`src/rtl/hazard_pkg.sv`:
```
// hazard_pkg
// Shared types and constants for the pipeline hazard controller:
//   reg_idx_t           - 4-bit architectural register index
//   hz_state_t          - controller FSM state (RUN, MEM_WAIT)
//   MEM_TIMEOUT_DEFAULT - default maximum number of memory wait cycles
//   load_use_hit()      - load-use hazard detection between Decode and Execute
package hazard_pkg;

    typedef logic [3:0] reg_idx_t;

    typedef enum logic [0:0] {
        RUN      = 1'b0,
        MEM_WAIT = 1'b1
    } hz_state_t;

    localparam int MEM_TIMEOUT_DEFAULT = 15;

    // A load in Execute whose destination is read by the Decode instruction.
    // Register 0 is an ordinary register here, so no zero-index exclusion.
    function automatic logic load_use_hit(
        input logic     is_load,
        input reg_idx_t rd,
        input reg_idx_t ra,
        input logic     use_a,
        input reg_idx_t rb,
        input logic     use_b
    );
        return is_load & ((use_a & (ra == rd)) | (use_b & (rb == rd)));
    endfunction

endpackage

```
`src/rtl/hazard_perf_cnt.sv`:
```
// hazard_perf_cnt
// Lost-cycle performance counters for the hazard controller.
// Ports:
//   clk, rst_n  - core clock, asynchronous active-low reset
//   stall_any   - at least one pipeline register is held this cycle
//   flush_any   - at least one pipeline register is flushed this cycle
//   stall_cnt   - cycles with any stall (wraps modulo 2^CNT_W)
//   flush_cnt   - cycles with any flush (wraps modulo 2^CNT_W)
module hazard_perf_cnt #(
    parameter int CNT_W = 32
) (
    input  logic             clk,
    input  logic             rst_n,
    input  logic             stall_any,
    input  logic             flush_any,
    output logic [CNT_W-1:0] stall_cnt,
    output logic [CNT_W-1:0] flush_cnt
);

    logic [CNT_W-1:0] stall_cnt_r;
    logic [CNT_W-1:0] flush_cnt_r;

    // Stall-cycle counter, wraps naturally on overflow.
    always_ff @(posedge clk or negedge rst_n) begin
        if (!rst_n) begin
            stall_cnt_r <= {CNT_W{1'b0}};
        end else if (stall_any) begin
            stall_cnt_r <= stall_cnt_r + CNT_W'(1);
        end else begin
            stall_cnt_r <= stall_cnt_r;
        end
    end

    // Flush-cycle counter, wraps naturally on overflow.
    always_ff @(posedge clk or negedge rst_n) begin
        if (!rst_n) begin
            flush_cnt_r <= {CNT_W{1'b0}};
        end else if (flush_any) begin
            flush_cnt_r <= flush_cnt_r + CNT_W'(1);
        end else begin
            flush_cnt_r <= flush_cnt_r;
        end
    end

    assign stall_cnt = stall_cnt_r;
    assign flush_cnt = flush_cnt_r;

endmodule

```
`src/rtl/pipeline_hazard_ctrl.sv`:
```
// pipeline_hazard_ctrl
// Hazard controller for the 5-stage core: load-use stalls, taken-branch
// flushes and a full-pipeline freeze while a data-memory access waits for ack.
// Optional feature macro: HAZARD_PERF_CNT_EN (instantiates the lost-cycle
// counters; when undefined the counter outputs are tied to zero).
// Ports:
//   clk, rst_n                 - core clock, asynchronous active-low reset
//   RegA_D, RegB_D, useA_D/B_D - Decode source registers and their use flags
//   Rd_E, memtoreg_E           - Execute destination register, Execute is a load
//   branch_taken_E             - branch/PC write resolved taken in Execute
//   mem_req_M, mem_ack         - Memory-stage data access request and completion
//   stall_F/D/E/M              - hold the corresponding pipeline register
//   flush_D/E                  - turn the corresponding pipeline register into a bubble
//   mem_timeout                - sticky: memory wait reached MEM_TIMEOUT cycles
//   stall_cnt, flush_cnt       - performance counters
module pipeline_hazard_ctrl
    import hazard_pkg::*;
#(
    parameter int MEM_TIMEOUT = MEM_TIMEOUT_DEFAULT,
    parameter int CNT_W       = 32
) (
    input  logic             clk,
    input  logic             rst_n,
    input  reg_idx_t         RegA_D,
    input  reg_idx_t         RegB_D,
    input  logic             useA_D,
    input  logic             useB_D,
    input  reg_idx_t         Rd_E,
    input  logic             memtoreg_E,
    input  logic             branch_taken_E,
    input  logic             mem_req_M,
    input  logic             mem_ack,
    output logic             stall_F,
    output logic             stall_D,
    output logic             stall_E,
    output logic             stall_M,
    output logic             flush_D,
    output logic             flush_E,
    output logic             mem_timeout,
    output logic [CNT_W-1:0] stall_cnt,
    output logic [CNT_W-1:0] flush_cnt
);

    localparam int WCNT_W = $clog2(MEM_TIMEOUT + 1);
    localparam logic [WCNT_W-1:0] WCNT_MAX = WCNT_W'(MEM_TIMEOUT);

    hz_state_t         state_r;
    hz_state_t         state_next_s;
    logic [WCNT_W-1:0] wcnt_r;
    logic [WCNT_W-1:0] wcnt_next_s;
    logic              mem_timeout_r;
    logic              lu_s;
    logic              mem_stall_s;

    assign lu_s        = load_use_hit(memtoreg_E, Rd_E, RegA_D, useA_D, RegB_D, useB_D);
    // First cycle of an unacknowledged access: still RUN, so stall combinationally.
    assign mem_stall_s = mem_req_M & ~mem_ack;

    // FSM state register.
    always_ff @(posedge clk or negedge rst_n) begin
        if (!rst_n) begin
            state_r <= RUN;
        end else begin
            state_r <= state_next_s;
        end
    end

    // Next-state logic.
    always_comb begin
        state_next_s = state_r;
        case (state_r)
            RUN: begin
                if (mem_stall_s) begin
                    state_next_s = MEM_WAIT;
                end else begin
                    state_next_s = RUN;
                end
            end
            MEM_WAIT: begin
                if (mem_ack) begin
                    state_next_s = RUN;
                end else begin
                    state_next_s = MEM_WAIT;
                end
            end
            default: state_next_s = RUN;
        endcase
    end

    // Stall/flush outputs; priority is memory wait, then taken branch, then load-use.
    always_comb begin
        stall_F = 1'b0;
        stall_D = 1'b0;
        stall_E = 1'b0;
        stall_M = 1'b0;
        flush_D = 1'b0;
        flush_E = 1'b0;
        case (state_r)
            RUN: begin
                if (mem_stall_s) begin
                    stall_F = 1'b1;
                    stall_D = 1'b1;
                    stall_E = 1'b1;
                    stall_M = 1'b1;
                end else if (branch_taken_E) begin
                    // Flushing Decode also resolves any concurrent load-use.
                    flush_D = 1'b1;
                    flush_E = 1'b1;
                end else if (lu_s) begin
                    stall_F = 1'b1;
                    stall_D = 1'b1;
                    flush_E = 1'b1;
                end else begin
                    stall_F = 1'b0;
                end
            end
            MEM_WAIT: begin
                // Hazard inputs are frozen here; the pipeline releases in the ack cycle.
                if (!mem_ack) begin
                    stall_F = 1'b1;
                    stall_D = 1'b1;
                    stall_E = 1'b1;
                    stall_M = 1'b1;
                end else begin
                    stall_F = 1'b0;
                end
            end
            default: begin
                stall_F = 1'b0;
            end
        endcase
    end

    // Wait-counter next value: cleared on entry, saturating count while waiting.
    always_comb begin
        wcnt_next_s = wcnt_r;
        if ((state_r == RUN) && (state_next_s == MEM_WAIT)) begin
            wcnt_next_s = {WCNT_W{1'b0}};
        end else if ((state_r == MEM_WAIT) && (wcnt_r != WCNT_MAX)) begin
            wcnt_next_s = wcnt_r + WCNT_W'(1);
        end else begin
            wcnt_next_s = wcnt_r;
        end
    end

    // Wait-counter register.
    always_ff @(posedge clk or negedge rst_n) begin
        if (!rst_n) begin
            wcnt_r <= {WCNT_W{1'b0}};
        end else begin
            wcnt_r <= wcnt_next_s;
        end
    end

    // Sticky timeout flag; the FSM itself keeps waiting for the ack.
    always_ff @(posedge clk or negedge rst_n) begin
        if (!rst_n) begin
            mem_timeout_r <= 1'b0;
        end else if ((state_r == MEM_WAIT) && (wcnt_next_s == WCNT_MAX)) begin
            mem_timeout_r <= 1'b1;
        end else begin
            mem_timeout_r <= mem_timeout_r;
        end
    end

    assign mem_timeout = mem_timeout_r;

`ifdef HAZARD_PERF_CNT_EN
    logic stall_any_s;
    logic flush_any_s;

    assign stall_any_s = stall_F | stall_D | stall_E | stall_M;
    assign flush_any_s = flush_D | flush_E;

    hazard_perf_cnt #(
        .CNT_W (CNT_W)
    ) u_perf_cnt (
        .clk       (clk),
        .rst_n     (rst_n),
        .stall_any (stall_any_s),
        .flush_any (flush_any_s),
        .stall_cnt (stall_cnt),
        .flush_cnt (flush_cnt)
    );
`else
    assign stall_cnt = {CNT_W{1'b0}};
    assign flush_cnt = {CNT_W{1'b0}};
`endif

endmodule

```
`config.mk`:
```
export PLATFORM = sky130hd
export DESIGN_NAME = pipeline_hazard_ctrl
export DESIGN_NICKNAME = d
export VERILOG_FILES = /design/src/rtl/hazard_pkg.sv /design/src/rtl/hazard_perf_cnt.sv /design/src/rtl/pipeline_hazard_ctrl.sv
export SDC_FILE = /design/constraint.sdc
export NUM_CORES = 1
export LEC_CHECK = 0
export CAP_MARGIN = 15
export CORE_ASPECT_RATIO = 1.5
export CORE_MARGIN = 2
export CORE_UTILIZATION = 31
export DETAILED_ROUTE_END_ITERATION = 12
export GPL_ROUTABILITY_DRIVEN = 0
export PLACE_DENSITY = 0.91
export SLEW_MARGIN = 40
export SYNTH_ARGS = -nofsm -noshare
export SYNTH_HDL_FRONTEND = slang
export SYNTH_SLANG_ARGS = --single-unit
export TNS_END_PERCENT = 100
```
`constraint.sdc`:
```
create_clock -name clk -period 1.9 [get_ports clk]
set_clock_uncertainty 0.05 [all_clocks]
set_input_delay 0.38 -clock clk [delete_from_list [all_inputs] [get_ports clk]]
set_output_delay 0.38 -clock clk [all_outputs]
set_load 0.02 [all_outputs]
```
==> out/metrics.csv <==
stage,metric,value,unit
run_status,status,"finished, violations left",
run_status,violations,negative setup slack,
clock_tree,clock_latency,0.22,ns
yosys,synth.area.top_cells,"buf_4 50%, dfrtp_1 15%, xor2_1 3.6%",
sta,setup_ws,-0.0411,ns
yosys,synth_seq_cells,6,
sta,rsz0062_at_grt,yes,
worst_hold_path,hold_path_class,in -> async,
grt,overflow,0,
yosys,synth-main-ff-cell,dfrtp_1,
power,seq_power_share,26.6,%
worst_setup_path,rr_endpoint,mem_timeout$_DFFE_PN0P_,
route,wl,1950,um
clock_tree,cts_tree,done,
sta,fin_crit,1.94,ns
sta,fin_tns_setup,-0.0996,ns
power,ir_worst_vdd,0.000350,V
sta,setup_viol,3,
yosys,netlist_top_cells_count,"66 x buf_4, 6 x dfrtp_1, 5 x nor2_1",
worst_setup_path,critPathCaptureType,output pin,
worst_setup_path,crit_type,in -> out,
power,intPower,0.405,mW
route,vias_per_cell,3.77,
route,num_vias,747,
final_layout,diodes,0,
floorplanning,initial_utilization,31.8,%
worst_setup_path,critPathMaxFanout,2,
power,clockPowerShare,26.9,%
clock_tree,cts-buffers-inserted,3,
final_layout,finalNonFillerCells,198,
yosys,synth_edf_count,0,
final_layout,nNetsFinal,181,
power,p_total,0.706,mW
place,dpl_cell_area,0.00107,mm2
clock_tree,clk_path_buf_depth,2,
route,drt-pass1-iter-count,4,
power,combPwrFrac,46.6,%
power,power_density,595,mW/mm2
yosys,synth_cell_types,28,
grt,grt_max_degree,10,
route,final_antenna_net_count,0,
clock_tree,cts_sinks,6,
power,p_leak,0.636,nW
sta,post-route-period-util,102,%
yosys,yosys.area.top_type_share,50.3,%
grt,grt_first_pass_wirelength,2700,um
worst_setup_path,critical_path.top_delay_family,buffers and inverters,
route,wl_per_cell,9.86,um
yosys,syn_avg_cell_area,7.89,um2
final_layout,drive_above_1_share,25.3,%
final_layout,final_area,0.00119,mm2
floorplanning,core_area,0.00310,mm2
sta,finalHoldViolations,0,
worst_setup_path,cp.depth,5,
floorplanning,pin_count,91,
yosys,seq_area_frac_synth,15.2,%
place,numPortBuffers,26,
sta,slew_violations,0,
clock_tree,htree_levels,1,
floorplanning,dieHeight,73.1,um
floorplanning,die_area,0.00366,mm2
worst_setup_path,startpoint_type,input pin,
worst_setup_path,r2r-start,wcnt_r[0]$_DFF_PN0_,
grt,antenna_found_initial,0,
clock_tree,clkTransAtPathRegs,0.03,ns
worst_setup_path,cp_data_arrival_time,1.51,ns
floorplanning,num_rows,25,
worst_setup_path,worst_path_max_delay_cell,clkdlybuf4s50_1,
power,switching_power,0.302,mW
place,pre_cts_ws,-0.742,ns
route,drc_errors,0,
yosys,yosys_warnings,0,
worst_setup_path,r2r_setup_slack,0.40,ns
power,switching_share,42.7,%
worst_setup_path,worstPathRequired,1.47,ns
yosys,synth_most_common_cell,buf_4,
yosys,netlist_instances,125,
yosys,postSynth.asyncResetShare,100,%
worst_setup_path,path_buf_inv,2,
worst_setup_path,critical_path.max_stage_delay,0.44,ns
grt,grt_pass1_vias,620,
grt,grt_usage,9.92,%
place,dp.cells,191,
yosys,yosys.area.top_type,buf_4,
worst_setup_path,crit_chain,"clkdlybuf4s50_1, xnor2_2, a41oi_4, nand2_2, buf_6",
sta,fmax,515,MHz
worst_setup_path,endpoint,stall_F,
place,dp_hpwl,1430,um
floorplanning,fp.dieW,50.0,um
yosys,syn_area,986,um2
clock_tree,cts-root-buf,clkbuf_8,
worst_setup_path,worstSetupStartpoint,RegA_D[2],
worst_setup_path,r2r.worst_path.cells,5,
route,drtIter0Drc,16,
final_layout,syn2layout_area_growth,20.4,%
run,cap_violations,0,
-- logic make-up after synthesis --
family | synth area share, %
AO/OA/AOI/OAI | 7.74
XOR/XNOR | 6.22
adder cells (fa/ha/maj) | 1.27
buffers and inverters | 52.7
flip-flops | 15.2
multiplexers | 1.02
other | 0.380
AND/OR/NAND/NOR | 15.5
-- metrics by stage --
step                hold WS [ns]  utilization [%]
floorplan                 0.0344                -
global placement           0.408             34.4
detailed placement         0.411             34.4
CTS                        0.363             37.3
global route               0.366             38.3
finish                     0.360             38.3
-- timing repair --
item | CTS | global route
pin swaps | 6 | 5
endpoints found under the setup margin | 6 | 5
hold endpoints to repair | 0 | 0
hold buffers | 0 | 0
gates resized for setup | 65 | 16
buffers inserted | 3 | 1
gates cloned | 0 | 0
-- how the worst min path moves through the flow --
| stage | slack (ns) | to | cells after the start | from |
|---|---|---|---|---|
| 2_1_floorplan | 0.03 | mem_timeout$_DFFE_PN0P_ | 0 | rst_n |
| 3_3_place_gp | 0.41 | mem_timeout$_DFFE_PN0P_ | 2 | mem_timeout$_DFFE_PN0P_ |
| 3_5_place_dp | 0.41 | mem_timeout$_DFFE_PN0P_ | 2 | mem_timeout$_DFFE_PN0P_ |
| 4_1_cts | 0.36 | mem_timeout$_DFFE_PN0P_ | 1 | rst_n |
| 5_1_grt | 0.37 | wcnt_r[1]$_DFF_PN0_ | 1 | rst_n |
| 6_report | 0.36 | wcnt_r[1]$_DFF_PN0_ | 1 | rst_n |
-- layout make-up --
type,count,area (um2)
clock buffer,3,41.3
fill,336,1910
inverter,4,15.0
multi-input combinational,110,621
sequential,6,151
tap,40,50.0
timing repair buffer,35,309
-- sequential cells by signal, summed over array words and instances (netlist names) --
register / cells
wcnt_r: 4
mem_timeout: 1
state_r: 1
-- power by group through the flow --
stage | Sequential (mW) | Combinational (mW) | Clock (mW)
6_report | 0.188 | 0.329 | 0.190
5_1_grt | 0.193 | 0.356 | 0.207
4_1_cts | 0.187 | 0.316 | 0.195
3_5_place_dp | 0.187 | 0.308 | 0
3_3_place_gp | 0.185 | 0.303 | 0
2_1_floorplan | 0.177 | 0.327 | 0
-- layout by cell type (no fill, tap or decap), types with 2 or more instances in the layout --
cell             synthesis  routed
nand2_2                  1       2
nand2_1                  3       2
buf_6                    0       6
buf_4                   66       9
nand3_1                  3       2
nand3_2                  1       2
nor3_1                   4       4
inv_2                    0       3
conb_1                   1      64
nor2_1                   5       3
nor2_2                   0       2
clkbuf_8                 0       3
xnor2_1                  3       2
dfrtp_1                  6       5
buf_2                    1       4
clkdlybuf4s50_1          0       6
dlymetal6s2s_1           0       2
a21oi_1                  3       3
nor3b_2                  0       2
xor2_1                   4       4
nand2b_1                 3       3
dlygate4sd2_1            0       6
-- layer usage --
layer	global-route usage, %	vias up	share of wire (%)
met3	4.10	3	17
met4	3.70	0	1.4
met1	8.28	329	29
met5	0	-	0
li1	-	343	-
met2	19.9	72	52
(Power assumes the default switching activity.)
